==> config.mk <==
export PLATFORM = sky130hd
export DESIGN_NAME = cell_ctrl
export DESIGN_NICKNAME = d
export VERILOG_FILES = /design/src/rtl/cell_ctrl.sv
export SDC_FILE = /design/constraint.sdc
export NUM_CORES = 1
export LEC_CHECK = 0
export CAP_MARGIN = 10
export CORE_UTILIZATION = 45
export CTS_CLUSTER_DIAMETER = 100
export DETAILED_ROUTE_END_ITERATION = 16
export PLACE_DENSITY = 0.68
export SYNTH_ARGS = -nofsm -noshare
export SYNTH_HDL_FRONTEND = slang
export SYNTH_SLANG_ARGS = --single-unit
==> constraint.sdc <==
create_clock -name clk -period 4.75 [get_ports clk]
set_input_delay 0.475 -clock clk [delete_from_list [all_inputs] [get_ports clk]]
set_output_delay 0.475 -clock clk [all_outputs]
set_load 0.01 [all_outputs]
==> src/rtl/cell_ctrl.sv <==
// Ping-pong bank scheduler: hands the frame writer a free bank/address and starts the cell fetcher on full banks.
// rd_start_o two cycles after the last write; wr_ready_o low while both banks are FULL/READING (writes then dropped, err_o set).
module cell_ctrl #(
    parameter int CELL_NUM    = 1200,
    parameter int CELL_ADDR_W = $clog2(CELL_NUM)
) (
    input  logic                   clk,
    input  logic                   rst,
    input  logic                   wr_cell_valid_i,
    output logic                   wr_ready_o,
    output logic                   wr_bank_o,
    output logic [CELL_ADDR_W-1:0] wr_cell_addr_o,
    output logic                   rd_start_o,
    output logic                   rd_bank_o,
    input  logic                   rd_hs_i,
    output logic                   frame_done_o,
    output logic [1:0]             bank_full_o,
    output logic                   err_o
);

    typedef enum logic [1:0] {B_EMPTY, B_FILLING, B_FULL, B_READING} bank_st_e;
    typedef enum logic [1:0] {RD_IDLE, RD_START, RD_RUN} rd_st_e;

    localparam logic [CELL_ADDR_W-1:0] LAST = CELL_ADDR_W'(CELL_NUM - 1);

    bank_st_e               bank_st_q [2];
    bank_st_e               bank_st_d [2];
    rd_st_e                 rd_st_q, rd_st_d;
    logic                   wr_bank_q, wr_bank_d;
    logic [CELL_ADDR_W-1:0] wr_addr_q, wr_addr_d;
    logic                   rd_bank_q, rd_bank_d;
    logic [CELL_ADDR_W-1:0] rd_cnt_q, rd_cnt_d;
    logic                   frame_done_q, frame_done_d;
    logic                   err_q, err_d;

    logic wr_rdy, wr_acc, wr_last, rd_acc, rd_last;

    always_comb begin
        wr_rdy  = (bank_st_q[wr_bank_q] == B_EMPTY) || (bank_st_q[wr_bank_q] == B_FILLING);
        wr_acc  = wr_cell_valid_i && wr_rdy;
        wr_last = wr_acc && (wr_addr_q == LAST);
        rd_acc  = rd_hs_i && (rd_st_q == RD_RUN);
        rd_last = rd_acc && (rd_cnt_q == LAST);
    end

    always_comb begin
        wr_bank_d = wr_bank_q;
        wr_addr_d = wr_addr_q;
        if (wr_acc) begin
            if (wr_last) begin
                wr_addr_d = '0;
                wr_bank_d = ~wr_bank_q;
            end else begin
                wr_addr_d = wr_addr_q + 1'b1;
            end
        end
    end

    // Writer and reader never own the same bank, so the updates below cannot collide.
    always_comb begin
        for (int i = 0; i < 2; i++) begin
            bank_st_d[i] = bank_st_q[i];
            if (wr_acc && (wr_bank_q == 1'(i)))
                bank_st_d[i] = wr_last ? B_FULL : B_FILLING;
            if ((rd_st_q == RD_START) && (rd_bank_q == 1'(i)))
                bank_st_d[i] = B_READING;
            if (rd_last && (rd_bank_q == 1'(i)))
                bank_st_d[i] = B_EMPTY;
        end
    end

    always_comb begin
        rd_st_d   = rd_st_q;
        rd_cnt_d  = rd_cnt_q;
        rd_bank_d = rd_bank_q;
        case (rd_st_q)
            RD_IDLE: begin
                if (bank_st_q[rd_bank_q] == B_FULL)
                    rd_st_d = RD_START;
            end
            RD_START: begin
                rd_cnt_d = '0;
                rd_st_d  = RD_RUN;
            end
            RD_RUN: begin
                if (rd_acc) begin
                    if (rd_last) begin
                        rd_cnt_d  = '0;
                        rd_bank_d = ~rd_bank_q;
                        rd_st_d   = RD_IDLE;
                    end else begin
                        rd_cnt_d = rd_cnt_q + 1'b1;
                    end
                end
            end
            default: rd_st_d = RD_IDLE;
        endcase
    end

    always_comb begin
        frame_done_d = rd_last;
        err_d        = err_q || (wr_cell_valid_i && !wr_rdy) || (rd_hs_i && (rd_st_q != RD_RUN));
    end

    always_ff @(posedge clk) begin
        if (rst) begin
            bank_st_q[0] <= B_EMPTY;
            bank_st_q[1] <= B_EMPTY;
            rd_st_q      <= RD_IDLE;
            wr_bank_q    <= 1'b0;
            wr_addr_q    <= '0;
            rd_bank_q    <= 1'b0;
            rd_cnt_q     <= '0;
            frame_done_q <= 1'b0;
            err_q        <= 1'b0;
        end else begin
            bank_st_q[0] <= bank_st_d[0];
            bank_st_q[1] <= bank_st_d[1];
            rd_st_q      <= rd_st_d;
            wr_bank_q    <= wr_bank_d;
            wr_addr_q    <= wr_addr_d;
            rd_bank_q    <= rd_bank_d;
            rd_cnt_q     <= rd_cnt_d;
            frame_done_q <= frame_done_d;
            err_q        <= err_d;
        end
    end

    assign wr_ready_o     = wr_rdy;
    assign wr_bank_o      = wr_bank_q;
    assign wr_cell_addr_o = wr_addr_q;
    assign rd_start_o     = (rd_st_q == RD_START);
    assign rd_bank_o      = rd_bank_q;
    assign frame_done_o   = frame_done_q;
    assign err_o          = err_q;
    assign bank_full_o[0] = (bank_st_q[0] == B_FULL) || (bank_st_q[0] == B_READING);
    assign bank_full_o[1] = (bank_st_q[1] == B_FULL) || (bank_st_q[1] == B_READING);

endmodule

# ---- After elaboration in Yosys (flattened, before gate mapping)
# Memories as Yosys holds them, arrays and structs flattened. A register that Yosys moved wholly into a read port is not among the register bits.
# Cells that the tools add are included.
dict set report op_classes {
  addsub 2
  multipliers 0
  n_div 0
  n_lt_le_gt_ge 0
  n_eq_ne 14
  n_shift 0
  mux 24
  bitwise_logic 4
  n_reduce_logical 25
}
# cell count
set ops {}
lappend ops {{$mux W11} 3}
lappend ops {{$mux W2} 12}
lappend ops {{$add A11 B1 Y11 const B} 2}
lappend ops {{$eq A11 B11 Y1 const B} 2}
lappend ops {{$pmux W11 S2} 1}
lappend ops {{$eq A2 B2 Y1 const B} 6}
lappend ops {{$logic_and A1 B1 Y1} 12}
lappend ops {{$ne A2 B2 Y1 const B} 4}
lappend ops {{$mux W1} 7}
lappend ops {{$pmux W2 S3} 1}
lappend ops {{$reduce_and A3 Y1} 2}
lappend ops {{$logic_or A1 B1 Y1} 5}
lappend ops {{$eq A2 B1 Y1 const B} 2}
lappend ops {{$logic_not A2 Y1} 2}
lappend ops {{$reduce_and A2 Y1} 2}
lappend ops {{$not A1 Y1} 2}
lappend ops {{$or A1 B1 Y1} 2}
lappend ops {{$reduce_bool A2 Y1} 1}
lappend ops {{$logic_not A1 Y1} 1}
dict set report totals {
  register_bits 28
  latchBits 0
  mem_bits_rw 4
  rom_bits 0
  input_bits 4
  out_inout_bits 19
  wordCells 77
  mem_count 1
}
# memory depth word_bits read_ports rd_ports_with_merged_regs wr line
set memory_table {}
lappend memory_table {bank_st_q 2 2 4 2 2 26} ;# bank_st_e bank_st_q [2];

# ---- Depth between registers and ports, before layout
# Gate-level depths: netlist of run 1.
dict set report depth {
  word_depth 9
  depth_mapped 5
  mapped_depth_nobuf 5
}

# ---- Worst setup path after synthesis of run 1
# Ideal clock, no wire load.
dict set report synth_timing {
  path_type {reg-to-reg}
  startpoint {reg wr_addr_q[0], in the netlist wr_cell_addr_o[0]}
  endpoint {mem bank_st_q[0][1] in the netlist's numbering}
  setup_time_ns 0.074
  arrival_time_ns 1.693
  required_time_ns 4.676
  slack_ns 2.982
  stages_incl_launch_ff 6
  path_buffers 0
  period_less_slack_ns 1.768
  cell_sequence {dfxtp_1 -> ha_1 -> nand4_1 -> or4_4 -> or2_4 -> a31oi_2}
}
# item line
set synth_rtl {}
lappend synth_rtl {{start, declared} 30} ;# logic [CELL_ADDR_W-1:0] wr_addr_q, wr_addr_d;
lappend synth_rtl {{start signal, assigned} 121} ;# wr_addr_q <= wr_addr_d;
lappend synth_rtl {{end, declared} 26}

# ---- Final worst setup path of run 1
dict set report layout_timing {
  startpoint {reg rd_st_q[1]}
  endpoint {out rd_start_o}
}
dict set report layout_between {
  elab_chain_cells 1
}
# item line
set layout_rtl {}
lappend layout_rtl {{start, declared} 28} ;# rd_st_e rd_st_q, rd_st_d;
lappend layout_rtl {{start signal, assigned} 119} ;# rd_st_q <= rd_st_d;
lappend layout_rtl {{$eq A2 B1 Y1} 132} ;# assign rd_start_o = (rd_st_q == RD_START);
lappend layout_rtl {{end, declared} 13} ;# output logic rd_start_o,
# No other way between the ends.

==> impl_metrics.json, run 1 <==
{
  "run_status": "complete, no violations",
  "grtUsageTotal_pct": 20.1,
  "power_density_mw_per_mm2": 244,
  "worstPathRequired_ns": 4.28,
  "clock_sinks": 34,
  "wl_per_cell_um": 13.4,
  "max_cap_viol_count": 0,
  "startpoint_type": "register",
  "io_buffer_count": 22,
  "post_drt_via_cell_ratio": 5.64,
  "die-area_mm2": 0.00375,
  "finalSetupViolCount": 0,
  "pre_cts_ws_ns": 2.27,
  "drc": 0,
  "yosysUniqueCellTypes": 42,
  "period_minus_slack_ns": 2.28,
  "cts_tree": "yes",
  "netlist_area_mm2": 0.00158,
  "insertion_delay_ns": 0.34,
  "min_path_type": "register to register",
  "cp.arrival_ns": 1.80,
  "cts_buffers": 5,
  "max_freq_mhz": 439,
  "path_max_fanout": 9,
  "cts_htree_levels": 2,
  "total_leakage_power_nw": 0.645,
  "crit_type": "register to primary output",
  "grt_antenna_before_repair": 0,
  "final_hold_viol_count": 0,
  "routed_wl_um": 3310,
  "grt_pass1_vias": 1248,
  "dp_hpwl_um": 2380,
  "place_congestion": 0.855,
  "async_reset_ff_share_pct": 0,
  "synthFlopType": "dfxtp_1",
  "syn_avg_cell_area_um2": 8.87,
  "cts_hold_buf": 0,
  "die_h_um": 61.2,
  "seq_area_frac_synth_pct": 43.1,
  "drv_slew": 0,
  "syn_to_final_growth_pct": 19.2,
  "grt_max_degree": 26,
  "finalCritPeriodShare_pct": 48.0,
  "post_cts_buffers": 0,
  "nNetsFinal": 207,
  "cp-end-kind": "primary output",
  "setup_ws_ns": 2.47,
  "worst_pin_slew_ns": 0.788,
  "yosys_register_bits": 34,
  "yosysWarnings": 0,
  "rsz0062_at_grt": "false",
  "initial_utilization_pct": 47.3,
  "synth_nets": 184,
  "cts-resized-gates": 0,
  "overflow": 0,
  "die_w_um": 61.2,
  "worst_clock_skew_ns": 0.00586,
  "synth-edff-count": 0,
  "worst_ir_drop_vdd_v": 0.000148,
  "ant_nets": 0,
  "grt_pass1_wl_um": 5520,
  "clockBufferDepth": 2,
  "cts_root_buf": "clkbuf_4",
  "clk_pin_slew_ns": 0.10,
  "core_area_mm2": 0.00334,
  "ioPinCount": 23,
  "setup_tns_ns": 0,
  "drive_above_1_share_pct": 5.97,
  "diodes": 0,
  "row_count": 21,
  "vias": 1392,
  "slew_headroom_pct": 47.3,
  "first_pass_iters": 4,
  "drt-initial-drc-count": 52,
  "syn-instance-count": 178
}
-- cell usage in the layout (no fill, tap or decap), types with 2 or more instances in the layout --
| cell | Yosys | routed |
|---|---|---|
| a211oi_1 | 3 | 3 |
| a21oi_1 | 12 | 12 |
| a221oi_1 | 2 | 2 |
| a31oi_1 | 2 | 2 |
| and3_1 | 3 | 3 |
| and3b_1 | 2 | 2 |
| and4_1 | 2 | 2 |
| clkbuf_4 | 0 | 5 |
| clkdlybuf4s50_1 | 0 | 22 |
| clkinv_2 | 0 | 2 |
| dfxtp_1 | 34 | 34 |
| ha_1 | 2 | 2 |
| inv_1 | 2 | 2 |
| mux2i_1 | 2 | 2 |
| nand2_1 | 12 | 12 |
| nand2b_1 | 4 | 4 |
| nand3_1 | 8 | 8 |
| nand3b_1 | 4 | 4 |
| nand4_1 | 8 | 8 |
| nand4b_1 | 2 | 2 |
| nor2_1 | 20 | 20 |
| nor4_1 | 2 | 2 |
| o2111ai_1 | 2 | 2 |
| o21ai_0 | 6 | 6 |
| or3_1 | 8 | 8 |
| or4b_1 | 2 | 2 |
| xnor2_1 | 4 | 4 |
| xor2_1 | 8 | 8 |
-- synth_stat cells (all sizes together) (4+ instances only) --
library cell  count  share of area (%)
a21oi            12                3.8
clkbuf            6                1.4
dfxtp            34                 43
nand2            12                2.9
nand2b            4                1.6
nand3             8                2.5
nand3b            4                1.9
nand4             8                3.2
nor2             20                4.8
o21ai             6                1.9
or3               8                3.2
xnor2             4                2.2
xor2              8                4.4
-- metal layers --
| layer | vias up | global-route usage [%] | part of all wire [%] |
|---|---|---|---|
| met4 | 0 | 7.79 | 1.5 |
| met2 | 23 | 34.5 | 48 |
| met5 | - | 0 | 0 |
| met1 | 666 | 23.7 | 47 |
| li1 | 696 | - | - |
| met3 | 7 | 5.88 | 3.7 |
-- report_power, final --
group	internal, W	switching [W]	total, W
registers	0.000287	0.00000217	0.000290
logic	0.00000938	0.0000113	0.0000207
clock network	0.0000531	0.0000955	0.000149
total	0.000350	0.000109	0.000459
-- final cells by class --
class	count	area, µm²
fillers	332	1460
repair buffers	22	220
clock buffers	5	37.5
multi-input cells	134	861
inverters	4	15.0
well taps	46	57.6
flip-flops and latches	34	681
clock inverters	2	10.0
-- worst paths after layout --
kind,from,endpoint,slack [ns],depth (start not counted)
setup / recovery,rd_st_q[1],rd_start_o,2.47,3
hold / removal,rd_cnt_q[10],rd_cnt_q[10],0.49,2
setup reg to reg,wr_cell_addr_o[0],wr_cell_addr_o[5],2.88,5
hold reg to reg,rd_cnt_q[10],rd_cnt_q[10],0.49,2
-- per-stage QoR --
stage               total power (W)  utilization (%)  hold slack, ns  cells  instance area (µm²)
finish                     0.000459             56.4           0.490    247                 1880
global route               0.000481             56.4           0.532    247                 1880
CTS                        0.000465             56.4           0.491    247                 1880
detailed placement         0.000317             55.0           0.473    240                 1830
global placement           0.000317             55.0           0.461    240                 1830
floorplan                  0.000307                -           0.442    178                 1580
-- state kept, by name, indices dropped and copies added (netlist names), named ones only --
signal and cells:
frame_done_o 1, rd_st_q 2, err_o 1, bank_st_q 4, rd_cnt_q 11, wr_cell_addr_o 11
rd_bank_o 1, wr_bank_o 1
-- critical path, cell delays in order, from the launching register on --
cell,delay (ns)
dfxtp_1,0.40
nand2b_1,0.22
clkinv_1,0.28
clkdlybuf4s50_1,0.57
-- kinds of logic after synthesis --
group	count (synthesis)	share of synthesized area, %
flops	34	43.1
simple gates	85	31.0
xor+xnor	12	6.66
buf+inv	10	2.38
fa+ha+maj	2	1.58
compound gates	32	13.1
mux	3	2.22
(Power assumes the default switching activity.)
==> run 2: changes to the inputs <==
clock period = 2.2 ns   (was 4.75 ns; I/O delays follow)
==> run 2 against run 1 <==
Compared with the run above:
- critical path depth is the same
- worst hold slack gained 0.0023 ns
- final area grew 1.5%
- via count grew 0.14%
- first-iteration DRC count grew 37%
- largest cell class unchanged
- highest routed layer unchanged
==> impl_metrics.json, run 2 (synthesized netlist as in run 1, its figures left out) <==
{
  "cts_root_buf": "clkbuf_4",
  "top_layer": "met4",
  "met3WireLength_um": 150,
  "cts-resized-gates": 0,
  "finalCritPeriodShare_pct": 92.8,
  "design_area_mm2": 0.00191,
  "total_leakage_power_nw": 0.660,
  "worstPathRequired_ns": 1.98,
  "diodes": 0,
  "drt-initial-drc-count": 71,
  "p_sw_share_pct": 22.5,
  "insertion_delay_ns": 0.34,
  "path_max_fanout": 9,
  "wl_per_cell_um": 14.1,
  "final_hold_viol_count": 0,
  "routed_wl_um": 3530,
  "drv_slew": 0,
  "crit_type": "register to primary output",
  "first_pass_iters": 4,
  "max_freq_mhz": 490,
  "wl_met1_um": 1660,
  "worst_ir_drop_vdd_v": 0.000340,
  "final_cell_mix": "34 x dfxtp_1, 22 x clkdlybuf4s50_1, 20 x nor2_1",
  "grt_pass1_vias": 1340,
  "cp-end-kind": "primary output",
  "place_congestion": 0.792,
  "max_cap_viol_count": 0,
  "route.met2.wl_um": 1670,
  "p_seq_share_pct": 63.5,
  "core_area_mm2": 0.00334,
  "post-route-util_pct": 57.2,
  "startpoint_type": "register",
  "drc": 0,
  "finalSetupViolCount": 0,
  "layout_commonest_cell": "dfxtp_1",
  "dp_hpwl_um": 2530,
  "clk_pin_slew_ns": 0.10,
  "cts_tree": "yes",
  "power_density_mw_per_mm2": 516,
  "combPwrFrac_pct": 4.8,
  "grt_antenna_before_repair": 0,
  "die-area_mm2": 0.00375,
  "run_status": "complete, no violations",
  "syn_to_final_growth_pct": 20.9,
  "rsz0062_at_grt": "false",
  "setup_tns_ns": 0,
  "placed_cell_area_mm2": 0.00186,
  "p_sw_w": 0.000221,
  "fillCellCount": 304,
  "cts_hold_buf": 0,
  "instances_no_fill": 251,
  "dp.cells": 244,
  "cts_htree_levels": 2,
  "initial_utilization_pct": 47.3,
  "post_cts_buffers": 0,
  "ant_nets": 0,
  "worst_pin_slew_ns": 0.476,
  "overflow": 0,
  "die_w_um": 61.2,
  "nNetsFinal": 211,
  "slew_headroom_pct": 68.2,
  "clock_sinks": 34,
  "worst_clock_skew_ns": 0.0122,
  "die_h_um": 61.2,
  "vias": 1394,
  "row_count": 21,
  "grt_max_degree": 16,
  "intPower_w": 0.000764,
  "grtUsageTotal_pct": 22.8,
  "ioPinCount": 23,
  "clkPwrFrac_pct": 31.6,
  "cp.arrival_ns": 1.82,
  "cts_buffers": 5,
  "period_minus_slack_ns": 2.04,
  "post_drt_via_cell_ratio": 5.55,
  "clockBufferDepth": 2,
  "drive_above_1_share_pct": 6.83,
  "r2r_slack_ns": 0.32,
  "grt_pass1_wl_um": 6200,
  "min_path_type": "register to register",
  "io_buffer_count": 22,
  "timing.hold.ws_ns": 0.492
}
==> run 2: cell types whose count changed in the layout (fill, tap and decap cells not counted), sizes merged <==
cell,before,now
clkbuf,5,7
buf,0,4
clkinv,3,1
==> run 2: layout make-up <==
type,count,area (µm²),share of cell area [%]
Multi-Input combinational cell,134,861,45.1
Timing Repair Buffer,26,250,13.1
Sequential cell,34,681,35.6
Inverter,4,15.0,0.786
Clock buffer,7,45.0,2.36
Tap cell,46,57.6,3.01
==> run 2: worst max-delay path, cell delays in order, from the launching register on <==
cell and delay (ns):
dfxtp_1 0.40, nand2b_1 0.24, clkinv_1 0.29, clkdlybuf4s50_1 0.57
==> run 2: power by group through the flow <==
stage / Combinational (W) / Clock [W] / Sequential [W]
after detailed placement: 0.0000481 / 0 / 0.000640
after global placement: 0.0000473 / 0 / 0.000640
final: 0.0000475 / 0.000312 / 0.000626
after CTS: 0.0000479 / 0.000326 / 0.000626
after global routing: 0.0000524 / 0.000355 / 0.000627
after floorplan: 0.0000229 / 0 / 0.000641
==> run 2: per-stage QoR <==
step / setup slack, ns / power, W
final: 0.159 / 0.000985
after floorplan: 0.432 / 0.000664
after global routing: 0.0688 / 0.00103
after global placement: 0.286 / 0.000687
after detailed placement: 0.234 / 0.000688
after CTS: 0.139 / 0.00100
==> run 2: path summary, 6_finish.rpt <==
| path | from | end | depth (start not counted) |
|---|---|---|---|
| max | rd_st_q[1] | rd_start_o | 3 |
| min | wr_cell_addr_o[1] | wr_cell_addr_o[1] | 2 |
| max reg2reg | wr_cell_addr_o[0] | bank_st_q[0][1] | 5 |
| min reg2reg | wr_cell_addr_o[1] | wr_cell_addr_o[1] | 2 |
==> run 2: layer usage <==
metal	global-route usage, %	vias up
li1	-	703
met1	29.7	650
met2	35.9	34
met3	4.62	7
met4	11.4	0
met5	0	-
==> run 3: changes to the inputs <==
ABC_CLOCK_PERIOD_IN_PS = 2200   (was unset)
SETUP_SLACK_MARGIN = 0.5   (was unset)
==> run 3 against run 2 <==
Compared with the run above:
- flip-flop and latch count stayed put
- power up 5.2%
- global-route usage fell by 1.0 points
- combinational power increased by 6.9%
- fmax is 16% higher
- count of clock-buffer cells in the layout stayed put
==> impl_metrics.json, run 3 (synthesized netlist as in run 1, its figures left out) <==
{
  "run_status": "complete, no violations",
  "endpoint": "wr_cell_addr_o[10]",
  "core_area_mm2": 0.00334,
  "initial_utilization_pct": 47.3,
  "worst_ir_drop_vdd_v": 0.000347,
  "power_density_mw_per_mm2": 500,
  "cp-end-kind": "register",
  "worstPathRequired_ns": 2.43,
  "startpoint_type": "register",
  "cts_hold_buf": 0,
  "routed_wl_um": 3760,
  "grt_max_degree": 16,
  "worst_clock_skew_ns": 0.0149,
  "syn_to_final_growth_pct": 31.1,
  "holdPathStages": 2,
  "path_max_fanout": 7,
  "first_pass_iters": 4,
  "ff2ff_path_depth": 4,
  "post_drt_via_cell_ratio": 5.75,
  "clkPwrFrac_pct": 34.7,
  "p_sw_share_pct": 22.9,
  "cp.arrival_ns": 1.99,
  "min_path_type": "register to register",
  "max_cap_viol_count": 0,
  "diodes": 0,
  "max_freq_mhz": 569,
  "drive_above_1_share_pct": 24.4,
  "final_cell_mix": "24 x dfxtp_1, 20 x clkdlybuf4s50_1, 18 x nor2_1",
  "vias": 1489,
  "p_sw_w": 0.000237,
  "grtUsageTotal_pct": 21.8,
  "worstHoldStart": "rd_cnt_q[10]",
  "clockBufferDepth": 2,
  "crit_cells": 4,
  "multiInputGateArea_um2": 928,
  "die_w_um": 61.2,
  "drc": 0,
  "combPwrFrac_pct": 4.9,
  "overflow": 0,
  "grt_antenna_before_repair": 0,
  "critPathLaunch": "wr_cell_addr_o[4]",
  "instances_no_fill": 259,
  "period_minus_slack_ns": 1.76,
  "ioPinCount": 23,
  "fillCellCount": 307,
  "cts_buffers": 5,
  "setup_tns_ns": 0,
  "dp_hpwl_um": 2570,
  "dp.cells": 244,
  "die_h_um": 61.2,
  "regArea_um2": 696,
  "clk_pin_slew_ns": 0.11,
  "final_hold_viol_count": 0,
  "crit_buf_inv": 0,
  "nNetsFinal": 218,
  "crit_family": "simple AND/OR/NAND/NOR gates",
  "grt_pass1_wl_um": 6040,
  "ant_nets": 0,
  "cpPeakStageDelay_ns": 0.57,
  "crit_type": "register to register",
  "die-area_mm2": 0.00375,
  "cts_tree": "yes",
  "wl_per_cell_um": 14.5,
  "cts_root_buf": "clkbuf_4",
  "row_count": 21,
  "r2r_slack_ns": 0.44,
  "p_seq_share_pct": 60.3,
  "intPower_w": 0.000798,
  "layout_commonest_cell": "dfxtp_1",
  "place_congestion": 0.802,
  "clock_sinks": 34,
  "timing.hold.ws_ns": 0.484,
  "rsz0062_at_grt": "true",
  "slew_headroom_pct": 66.1,
  "post-route-util_pct": 62.1,
  "r2r-end": "wr_cell_addr_o[10]",
  "io_buffer_count": 22,
  "drt-initial-drc-count": 101,
  "worst_pin_slew_ns": 0.507,
  "reg2reg_from": "wr_cell_addr_o[4]",
  "drv_slew": 0,
  "slowest_stage": "or4_4",
  "insertion_delay_ns": 0.34,
  "total_leakage_power_nw": 0.731,
  "cts_htree_levels": 2,
  "grt_pass1_vias": 1344,
  "path_cells": "or3b_4 -> or4_4 -> or2b_4 -> a21oi_2",
  "finalCritPeriodShare_pct": 79.9,
  "finalSetupViolCount": 0
}
==> run 3: metrics by stage <==
| step | total power [W] | setup slack (ns) | area (µm²) |
|---|---|---|---|
| finish | 0.00104 | 0.441 | 2070 |
| global route | 0.00108 | 0.399 | 2070 |
| CTS | 0.00104 | 0.310 | 1990 |
| detailed placement | 0.000688 | 0.229 | 1870 |
| global placement | 0.000688 | 0.289 | 1870 |
| floorplan | 0.000664 | 0.490 | 1580 |
==> run 3: final cells by class <==
class / count / area share, %
Multi-Input combinational cell: 134 / 44.8
Sequential cell: 34 / 33.6
Timing Repair Buffer: 33 / 14.9
Tap cell: 46 / 2.78
Clock buffer: 7 / 2.66
Inverter: 4 / 0.967
Clock inverter: 1 / 0.242
==> run 3: how the worst min path moves through the flow <==
stage | end | slack [ns]
6_report | rd_cnt_q[10] | 0.48
5_1_grt | rd_cnt_q[10] | 0.53
4_1_cts | rd_cnt_q[10] | 0.49
3_5_place_dp | rd_cnt_q[10] | 0.47
3_3_place_gp | rd_st_q[0] | 0.46
2_1_floorplan | err_o | 0.38
==> run 3: per-layer routing <==
metal  routed length [µm]  GRT usage [%]  up-vias
li1                     -              -      727
met1                 1720           27.6      722
met2                 1860           36.5       33
met3                  128           3.78        7
met4                   59           9.09        0
met5                    0              0        -
==> run 3: what timing repair did <==
item                       4_1_cts  5_1_grt
resized for setup               12       21
setup buffers                    5        2
cloned                           0        0
pin swaps                        4        9
setup endpoints to repair       13       26
==> run 3: worst min-delay path: stages, from the launching register on <==
cell and delay [ns]:
dfxtp_1 0.32, o21ai_0 0.07, a21oi_1 0.06
==> run 3: power by group through the flow <==
stage	clock network, W	registers (W)	logic, W
floorplan	0	0.000641	0.0000230
global placement	0	0.000640	0.0000476
detailed placement	0	0.000640	0.0000480
CTS	0.000368	0.000625	0.0000494
global route	0.000398	0.000626	0.0000553
finish	0.000360	0.000625	0.0000508
